**src/rtl/uart_tx_fifo_if.sv**
```systemverilog
// Handshake bundle between byte producers, the TX FIFO and the UART transmitter.
// The slave modport is the FIFO side; the master modport is the producer/transmitter side.
interface uart_tx_fifo_if #(
    parameter int DEPTH_LOG2 = 4,
    parameter int DATA_W     = 8
);
    logic [DATA_W-1:0]   wr_data;
    logic                wr_en;
    logic                full;
    logic                empty;
    logic [DEPTH_LOG2:0] count;
    logic [DATA_W-1:0]   tx_data;
    logic                tx_valid;
    logic                tx_ready;
    logic                ovf;

    modport slave (
        input  wr_data, wr_en, tx_ready,
        output full, empty, count, tx_data, tx_valid, ovf
    );

    modport master (
        output wr_data, wr_en, tx_ready,
        input  full, empty, count, tx_data, tx_valid, ovf
    );
endinterface

```
**src/rtl/uart_tx_fifo.sv**
```systemverilog
// Byte FIFO ahead of the UART transmitter; pops one byte per transmitter frame as a one-cycle valid pulse.
// Optional sticky overflow flag and saturating drop counter under UART_TX_FIFO_OVF_EN.
//
// state      | meaning
// S_IDLE     | waiting for data and transmitter idle (ready high); pops on entry condition
// S_PRESENT  | popped byte loaded into tx_data; schedules the single valid pulse
// S_WAIT_ACK | valid pulse out; waits for ready low (byte accepted)
module uart_tx_fifo #(
    parameter int DEPTH_LOG2 = 4,
    parameter int DATA_W     = 8
) (
    input  logic          clk,
    input  logic          rst,
    uart_tx_fifo_if.slave bus
);
    localparam int DEPTH = 1 << DEPTH_LOG2;
    localparam int CNT_W = DEPTH_LOG2 + 1;

    typedef enum logic [1:0] {
        S_IDLE     = 2'd0,
        S_PRESENT  = 2'd1,
        S_WAIT_ACK = 2'd2
    } state_t;

    state_t                state_q, state_d;
    logic [DEPTH_LOG2-1:0] wr_ptr_q, wr_ptr_d;
    logic [DEPTH_LOG2-1:0] rd_ptr_q, rd_ptr_d;
    logic [CNT_W-1:0]      count_q, count_d;
    logic                  full_q, full_d;
    logic                  empty_q, empty_d;
    logic [DATA_W-1:0]     tx_data_q, tx_data_d;
    logic                  tx_valid_q, tx_valid_d;
    logic [DATA_W-1:0]     mem_q [DEPTH];
    logic                  push;
    logic                  pop;

    // full is the registered value, so a write is refused even if a pop lands in the same cycle
    assign push = bus.wr_en && !full_q;

    always_comb begin
        state_d    = state_q;
        rd_ptr_d   = rd_ptr_q;
        wr_ptr_d   = wr_ptr_q;
        tx_data_d  = tx_data_q;
        tx_valid_d = 1'b0;
        pop        = 1'b0;

        case (state_q)
            S_IDLE: begin
                if (!empty_q && bus.tx_ready) begin
                    pop       = 1'b1;
                    tx_data_d = mem_q[rd_ptr_q];
                    rd_ptr_d  = rd_ptr_q + DEPTH_LOG2'(1);
                    state_d   = S_PRESENT;
                end
            end
            S_PRESENT: begin
                tx_valid_d = 1'b1;
                state_d    = S_WAIT_ACK;
            end
            S_WAIT_ACK: begin
                if (!bus.tx_ready) begin
                    state_d = S_IDLE;
                end
            end
            default: state_d = S_IDLE;
        endcase

        if (push) begin
            wr_ptr_d = wr_ptr_q + DEPTH_LOG2'(1);
        end

        case ({push, pop})
            2'b10:   count_d = count_q + CNT_W'(1);
            2'b01:   count_d = count_q - CNT_W'(1);
            default: count_d = count_q;
        endcase

        full_d  = (count_d == CNT_W'(DEPTH));
        empty_d = (count_d == '0);
    end

    always_ff @(posedge clk or negedge rst) begin
        if (!rst) begin
            state_q    <= S_IDLE;
            wr_ptr_q   <= '0;
            rd_ptr_q   <= '0;
            count_q    <= '0;
            full_q     <= 1'b0;
            empty_q    <= 1'b1;
            tx_data_q  <= '0;
            tx_valid_q <= 1'b0;
        end else begin
            state_q    <= state_d;
            wr_ptr_q   <= wr_ptr_d;
            rd_ptr_q   <= rd_ptr_d;
            count_q    <= count_d;
            full_q     <= full_d;
            empty_q    <= empty_d;
            tx_data_q  <= tx_data_d;
            tx_valid_q <= tx_valid_d;
        end
    end

    // Storage needs no reset: occupancy alone decides what is readable
    always_ff @(posedge clk) begin
        if (push) begin
            mem_q[wr_ptr_q] <= bus.wr_data;
        end
    end

    assign bus.full     = full_q;
    assign bus.empty    = empty_q;
    assign bus.count    = count_q;
    assign bus.tx_data  = tx_data_q;
    assign bus.tx_valid = tx_valid_q;

`ifdef UART_TX_FIFO_OVF_EN
    logic       ovf_q, ovf_d;
    logic [7:0] drop_cnt_q, drop_cnt_d;

    always_comb begin
        ovf_d      = ovf_q;
        drop_cnt_d = drop_cnt_q;
        if (bus.wr_en && full_q) begin
            ovf_d = 1'b1;
            if (drop_cnt_q != 8'hFF) begin
                drop_cnt_d = drop_cnt_q + 8'd1;
            end
        end
    end

    always_ff @(posedge clk or negedge rst) begin
        if (!rst) begin
            ovf_q      <= 1'b0;
            drop_cnt_q <= '0;
        end else begin
            ovf_q      <= ovf_d;
            drop_cnt_q <= drop_cnt_d;
        end
    end

    assign bus.ovf = ovf_q;
`else
    assign bus.ovf = 1'b0;
`endif
endmodule

```
**src/flat_wrapper.sv**
```systemverilog
// flat-port wrapper written by rule: the top's interface ports become plain ports
module uart_tx_fifo_flat 
#(
    parameter int DEPTH_LOG2 = 4,
    parameter int DATA_W     = 8
)
  (clk, rst, bus_wr_data, bus_wr_en, bus_tx_ready, bus_full, bus_empty, bus_count, bus_tx_data, bus_tx_valid, bus_ovf);
  uart_tx_fifo_if #(.DEPTH_LOG2(DEPTH_LOG2), .DATA_W(DATA_W)) bus_i ();
  input  logic clk;
  input  logic rst;
  input wire logic [$bits(bus_i.wr_data)-1:0] bus_wr_data;
  input wire logic [$bits(bus_i.wr_en)-1:0] bus_wr_en;
  input wire logic [$bits(bus_i.tx_ready)-1:0] bus_tx_ready;
  output wire logic [$bits(bus_i.full)-1:0] bus_full;
  output wire logic [$bits(bus_i.empty)-1:0] bus_empty;
  output wire logic [$bits(bus_i.count)-1:0] bus_count;
  output wire logic [$bits(bus_i.tx_data)-1:0] bus_tx_data;
  output wire logic [$bits(bus_i.tx_valid)-1:0] bus_tx_valid;
  output wire logic [$bits(bus_i.ovf)-1:0] bus_ovf;
  assign bus_i.wr_data = bus_wr_data;
  assign bus_i.wr_en = bus_wr_en;
  assign bus_i.tx_ready = bus_tx_ready;
  assign bus_full = bus_i.full;
  assign bus_empty = bus_i.empty;
  assign bus_count = bus_i.count;
  assign bus_tx_data = bus_i.tx_data;
  assign bus_tx_valid = bus_i.tx_valid;
  assign bus_ovf = bus_i.ovf;
  uart_tx_fifo #(.DEPTH_LOG2(DEPTH_LOG2), .DATA_W(DATA_W)) u_core (.clk(clk), .rst(rst), .bus(bus_i));
endmodule
```
**config.mk**
```make
export PLATFORM = sky130hd
export DESIGN_NAME = uart_tx_fifo_flat
export DESIGN_NICKNAME = d
export VERILOG_FILES = /design/src/rtl/uart_tx_fifo_if.sv /design/src/rtl/uart_tx_fifo.sv /design/src/flat_wrapper.sv
export SDC_FILE = /design/constraint.sdc
export NUM_CORES = 1
export LEC_CHECK = 0
export CORE_AREA = 8 8 145 147
export DETAILED_ROUTE_END_ITERATION = 12
export DIE_AREA = 0 0 153 155
export SYNTH_ARGS = -nofsm -noshare
export SYNTH_HDL_FRONTEND = slang
export SYNTH_SLANG_ARGS = --single-unit
```
**constraint.sdc**
```tcl
create_clock -name clk -period 3.3 [get_ports clk]
set_clock_uncertainty 0.15 [all_clocks]
set_input_delay 0.66 -clock clk [delete_from_list [all_inputs] [get_ports clk]]
set_output_delay 0.66 -clock clk [all_outputs]
set_load 0.005 [all_outputs]
```
=== Word level (Yosys, flattened, before mapping) ===
Memories as Yosys holds them, arrays and structs flattened. A register that Yosys moved wholly into a read port is not among the register bits.
Cells that the tools add are included.

* Output and inout bits: 17
* Bits of input ports: 12
* Flip-flop bits (word level): 18
* RAM bits: 128
* Memories kept: 1

{| class="wikitable"
|+ Memories
! name !! words !! bits a word !! rd ports !! clocked after Yosys merged registers in !! wr ports !! line !! text
|-
| u_core.mem_q || 16 || 8 || 1 || 1 || 1 || uart_tx_fifo.sv:33 || <nowiki>logic [DATA_W-1:0] mem_q [DEPTH];</nowiki>
|}

* Reductions and logical operators: 9
* $add $sub $neg: 4
* Eq/ne operators: 7
* Muxes and demuxes: 9

{| class="wikitable"
|+ Operators with widths
! cell !! number
|-
| $pmux 5 s2 || 1
|-
| $add 4x1->4 const B || 2
|-
| $pmux 2 s3 || 1
|-
| $add 5x1->5 const B || 1
|-
| $eq 5x5->1 const B || 1
|-
| $logic_not 5->1 || 1
|-
| $mux 1 || 5
|-
| $sub 5x1->5 const B || 1
|-
| $eq 2x1->1 const B || 2
|-
| $eq 2x2->1 const B || 2
|-
| $mux 2 || 2
|-
| $reduce_and 2->1 || 2
|-
| $logic_not 1->1 || 3
|-
| $logic_and 1x1->1 || 2
|-
| $logic_not 2->1 || 1
|-
| $ne 2x1->1 const B || 1
|-
| $ne 2x2->1 const B || 1
|}

=== Depth between registers and ports, before layout ===
* Word-level depth: 7
* Mapped depth: 11
* Mapped depth without buffers: 9

=== Least setup slack after synthesis ===
OpenSTA, ideal clock, no wires.

* Kind: input -> register
* Start: input bus_tx_ready
* End: register u_core.empty_q, in the netlist u_core.bus.empty
* Stages on the path: 11
* Data arrival time: 2.824 ns
* Setup time: 0.063 ns
* Setup slack: 0.263 ns
* Buffers on the path: 3
* Data required time: 3.087 ns
* Cells stage by stage: or4b_1 buf_4 clkinv_4 clkbuf_1 ha_1 clkbuf_1 nor3b_1 nand4_1 o311ai_1 o21bai_1 and4bb_1

* Cells in the longest elaborated chain, start to end: 6

{| class="wikitable"
|+ Ends and longest elaborated chain
! what !! line !! text
|-
| from (decl) || flat_wrapper.sv:13 || <nowiki>input wire logic [$bits(bus_i.tx_ready)-1:0] bus_tx_ready;</nowiki>
|-
| $logic_and 1x1->1 * || uart_tx_fifo.sv:50 || <nowiki>if (!empty_q && bus.tx_ready) begin</nowiki>
|-
| $mux 1 * || uart_tx_fifo.sv:50 ||
|-
| $mux 1 * || uart_tx_fifo.sv:48 || <nowiki>case (state_q)</nowiki>
|-
| $eq 2x1->1 or $eq 2x2->1 (tied branches) || uart_tx_fifo.sv:73 || <nowiki>case ({push, pop})</nowiki>
|-
| $pmux 5 s2 * || uart_tx_fifo.sv:73 ||
|-
| $logic_not 5->1 * || uart_tx_fifo.sv:80 || <nowiki>empty_d = (count_d == '0);</nowiki>
|-
| via u_core.empty_d || uart_tx_fifo.sv:30 || <nowiki>logic empty_q, empty_d;</nowiki>
|-
| to (signal assigned) || uart_tx_fifo.sv:99 || <nowiki>empty_q <= empty_d;</nowiki>
|-
| to (decl) || uart_tx_fifo.sv:30 ||
|}

Mark *: on every way through the listed nets, which the timed path passes. The rest lies on a longest branch.
A chain may end at the register's enable or synchronous reset.

=== Final worst setup path ===
Same ends and word-level chain as after synthesis.

==> impl_metrics.ini <==
[setup_path]
worstRegToRegCells = 9
critPathMaxFanout = 15
cp-start-kind = primary input
rrSetupSlack_ps = 670
path_delay_family = simple AND/OR/NAND/NOR gates
rr_startpoint = u_core.state_q[1]$_DFFE_PN0P_
rr_endpoint = u_core.bus.empty$_DFF_PN1_
cpPeakStageDelay_ps = 490
cpMaxStageDelayCell = or4b_1
required_ps = 3500
path_buf_inv = 3
critPathArrivalTime_ps = 3100
path_cells = clkdlybuf4s50_1, or4b_1, buf_4, clkinv_4, ha_1, nor3b_1, o211ai_1, o311ai_1, o21bai_1, and4bb_1
end_kind = register
crit_type = in -> reg

[global_route]
grt_pass1_vias = 3279
grt_first_pass_wirelength_mm = 18.60
grt_overflow = 0
grt_max_degree = 36
grt_use_total = 0.1046
grt_antenna_before_repair = 0

[cells_and_area]
syn2layout_area_growth_pct = 18.23
diodes = 0
final_nets = 393
final_cells = 624
drive_above_1_share = 0.2176

[routing]
wl_mm = 11.69
drt-pass1-iter-count = 5
num_vias = 3038
ant_nets = 0
drt-wirelength-per-cell_um = 18.73
drc = 0
vias_per_cell = 4.869
drtIter0Drc = 183

[timing]
min_period_over_period = 0.8792
finalSetupViolations = 0
worstMarginPinSlew_ps = 636.8
rsz0062_at_grt = false
fin_tns_setup_ps = 0
fin_crit_ps = 2902
slew_headroom = 0.5742
final_max_slew_viol_count = 0
hold_viol = 0
fmax_ghz = 0.3446

[logic_synthesis]
post-synth-top-area-cell = edfxtp_1
yosysUniqueCellTypes = 43
syn_area_per_cell_sq_um = 18.65
synth_seq_cells = 154
netlist.area_leader.share = 0.6153
ys_top_cells_by_area = edfxtp_1, mux4_2, dfrtp_1
syn_inst = 335
synth-seq-area-share = 0.7196
synth_nets = 355
synth_area_sq_um = 6247
yosys_warnings = 0

[power]
seqPwrFrac = 0.416
switching_share = 0.2927
total_leakage_power_nw = 2.530
combinationalPowerShare = 0.303
p_int_mw = 4.595
ir_drop_mv = 0.3377
power.switching_mw = 1.902
p_clk_frac = 0.282
p_per_area_nw_per_um2 = 879.7

[cts]
cts-buffers-inserted = 17
hold_buffers = 0
htree_levels = 4
root_buffer = clkbuf_16
clock_path_buffers = 2
cts_tree = done
cts_num_sinks = 154
cts_setup_buffers = 0
clk_latency_ps = 410
clk_pin_slew_ps = 60
cts_resized = 0

[job]
cap_violations = 0

[placed_design]
dp.cells = 592
hpwlAfterDp_mm = 8.126
place.gp.congestion = 0.7794
portBuffers = 27

[outcome]
status = completed

[die]
dieHeight_um = 155
initial_core_util = 0.3296
rows = 51
fp.dieArea_sq_um = 23720
ios = 29
die_w_um = 153
core_sq_um = 18950

[worst_hold_path]
whs_path_depth = 1
min_from = u_core.state_q[1]$_DFFE_PN0P_
hold_class = reg -> reg
worstHoldEndpoint = u_core.bus.tx_valid$_DFF_PN0_
==> sequential cells by signal (all words and copies together), names as in the netlist <==
signal,cells
u_core.bus.tx_data,8
u_core.wr_ptr_q,4
u_core.mem_q,128
u_core.rd_ptr_q,4
u_core.bus.full,1
u_core.bus.tx_valid,1
u_core.bus.count,5
u_core.bus.empty,1
u_core.state_q,2
==> cell families after synthesis <==
group                      Yosys count  share of synthesized area
DFF                                154                     0.7196
and+or+nand+nor                     80                    0.06649
muxes                               41                     0.1460
buffers and inverters               24                    0.01722
AOI/OAI and AO/OA                   18                    0.02143
xor gates and xnor gates             9                    0.01262
adders and majority gates            8                    0.01602
other                                1                  0.0006003
==> cell usage in the layout, fill, tap and decap left out, types with 2 or more instances in the layout <==
| cell type | netlist | routed |
|---|---|---|
| clkdlybuf4s50_1 | 0 | 27 |
| clkbuf_16 | 0 | 18 |
| clkinv_4 | 1 | 2 |
| buf_4 | 2 | 9 |
| clkbuf_1 | 11 | 5 |
| nor3_1 | 3 | 3 |
| nand2b_1 | 2 | 2 |
| nor3b_1 | 3 | 3 |
| inv_1 | 4 | 4 |
| clkinv_2 | 0 | 4 |
| nor2b_1 | 2 | 2 |
| dfrtp_1 | 25 | 24 |
| xor2_1 | 2 | 2 |
| mux4_2 | 40 | 40 |
| ha_1 | 8 | 8 |
| nand3b_1 | 3 | 3 |
| nor2_1 | 4 | 4 |
| a21o_1 | 2 | 2 |
| xnor2_1 | 7 | 7 |
| and2_1 | 16 | 16 |
| nand2_1 | 36 | 36 |
| o21ai_0 | 3 | 3 |
| nand4_1 | 4 | 4 |
| a21oi_1 | 5 | 5 |
| edfxtp_1 | 128 | 128 |
| clkbuf_8 | 0 | 2 |
==> stage by stage <==
stage	cell area [sq um]	hold WS [ps]	worst slack, ps	util	total power, mW
2_1_floorplan	6247	214.4	263.1	-	4.011
3_3_place_gp	6824	303.9	20.30	0.3601	4.710
3_5_place_dp	6824	299.6	6.015	0.3601	4.749
4_1_cts	7386	321.0	410.0	0.3897	6.581
5_1_grt	7386	337.8	141.7	0.3897	6.833
6_report	7386	323.1	398.5	0.3897	6.497
==> power by group through the flow <==
| stage | Sequential (mW) | Combinational, mW | Clock [mW] |
|---|---|---|---|
| after global routing | 2.76 | 2.15 | 1.92 |
| after detailed placement | 2.75 | 2.00 | 0 |
| after floorplan | 2.59 | 1.42 | 0 |
| final | 2.70 | 1.97 | 1.83 |
| after global placement | 2.73 | 1.98 | 0 |
| after CTS | 2.71 | 2.01 | 1.86 |
==> worst max path at each step <==
| stage | from | to | slack [ps] | depth (start not counted) |
|---|---|---|---|---|
| floorplan | bus_tx_ready | u_core.bus.empty$_DFF_PN1_ | 260 | 11 |
| global placement | bus_tx_ready | u_core.bus.empty$_DFF_PN1_ | 20 | 10 |
| detailed placement | bus_tx_ready | u_core.bus.full$_DFF_PN0_ | 6 | 10 |
| CTS | bus_tx_ready | u_core.bus.full$_DFF_PN0_ | 410 | 10 |
| global route | bus_tx_ready | u_core.bus.full$_DFF_PN0_ | 140 | 10 |
| finish | bus_tx_ready | u_core.bus.empty$_DFF_PN1_ | 400 | 10 |
==> cell usage after synthesis (all sizes together) <==
cell and count:
a211oi 1, a21o 2, a21oi 5, a22oi 1, a31o 1, a32o 1, and2 16, and3 1
and4 1, and4bb 1, buf 7, clkbuf 11, clkinv 2, conb 1, dfrtp 25, dfstp 1
edfxtp 128, ha 8, inv 4, mux2 1, mux4 40, nand2 36, nand2b 2, nand3 1
nand3b 3, nand4 4, nor2 5, nor2b 2, nor3 3, nor3b 3, nor4 1, o211ai 1
o21ai 3, o21bai 1, o311ai 1, o31ai 1, or4b 1, xnor2 7, xor2 2
==> area by class of cell <==
| class | count | area, sq um |
|---|---|---|
| clock inverters | 7 | 65.06 |
| well taps | 238 | 297.8 |
| multi-input cells | 157 | 1644 |
| repair buffers | 37 | 357.8 |
| inverters | 6 | 27.53 |
| clock buffers | 25 | 496.7 |
| fillers | 1678 | 11570 |
| flip-flops and latches | 154 | 4497 |
==> routing by layer <==
layer	vias up	wire length, um	GRT usage
met2	59	6087	0.1774
met4	0	132	0.04100
met3	10	366	0.02746
met5	-	0	0
li1	1383	-	-
met1	1586	5101	0.1261
(Power assumes the default switching activity.)
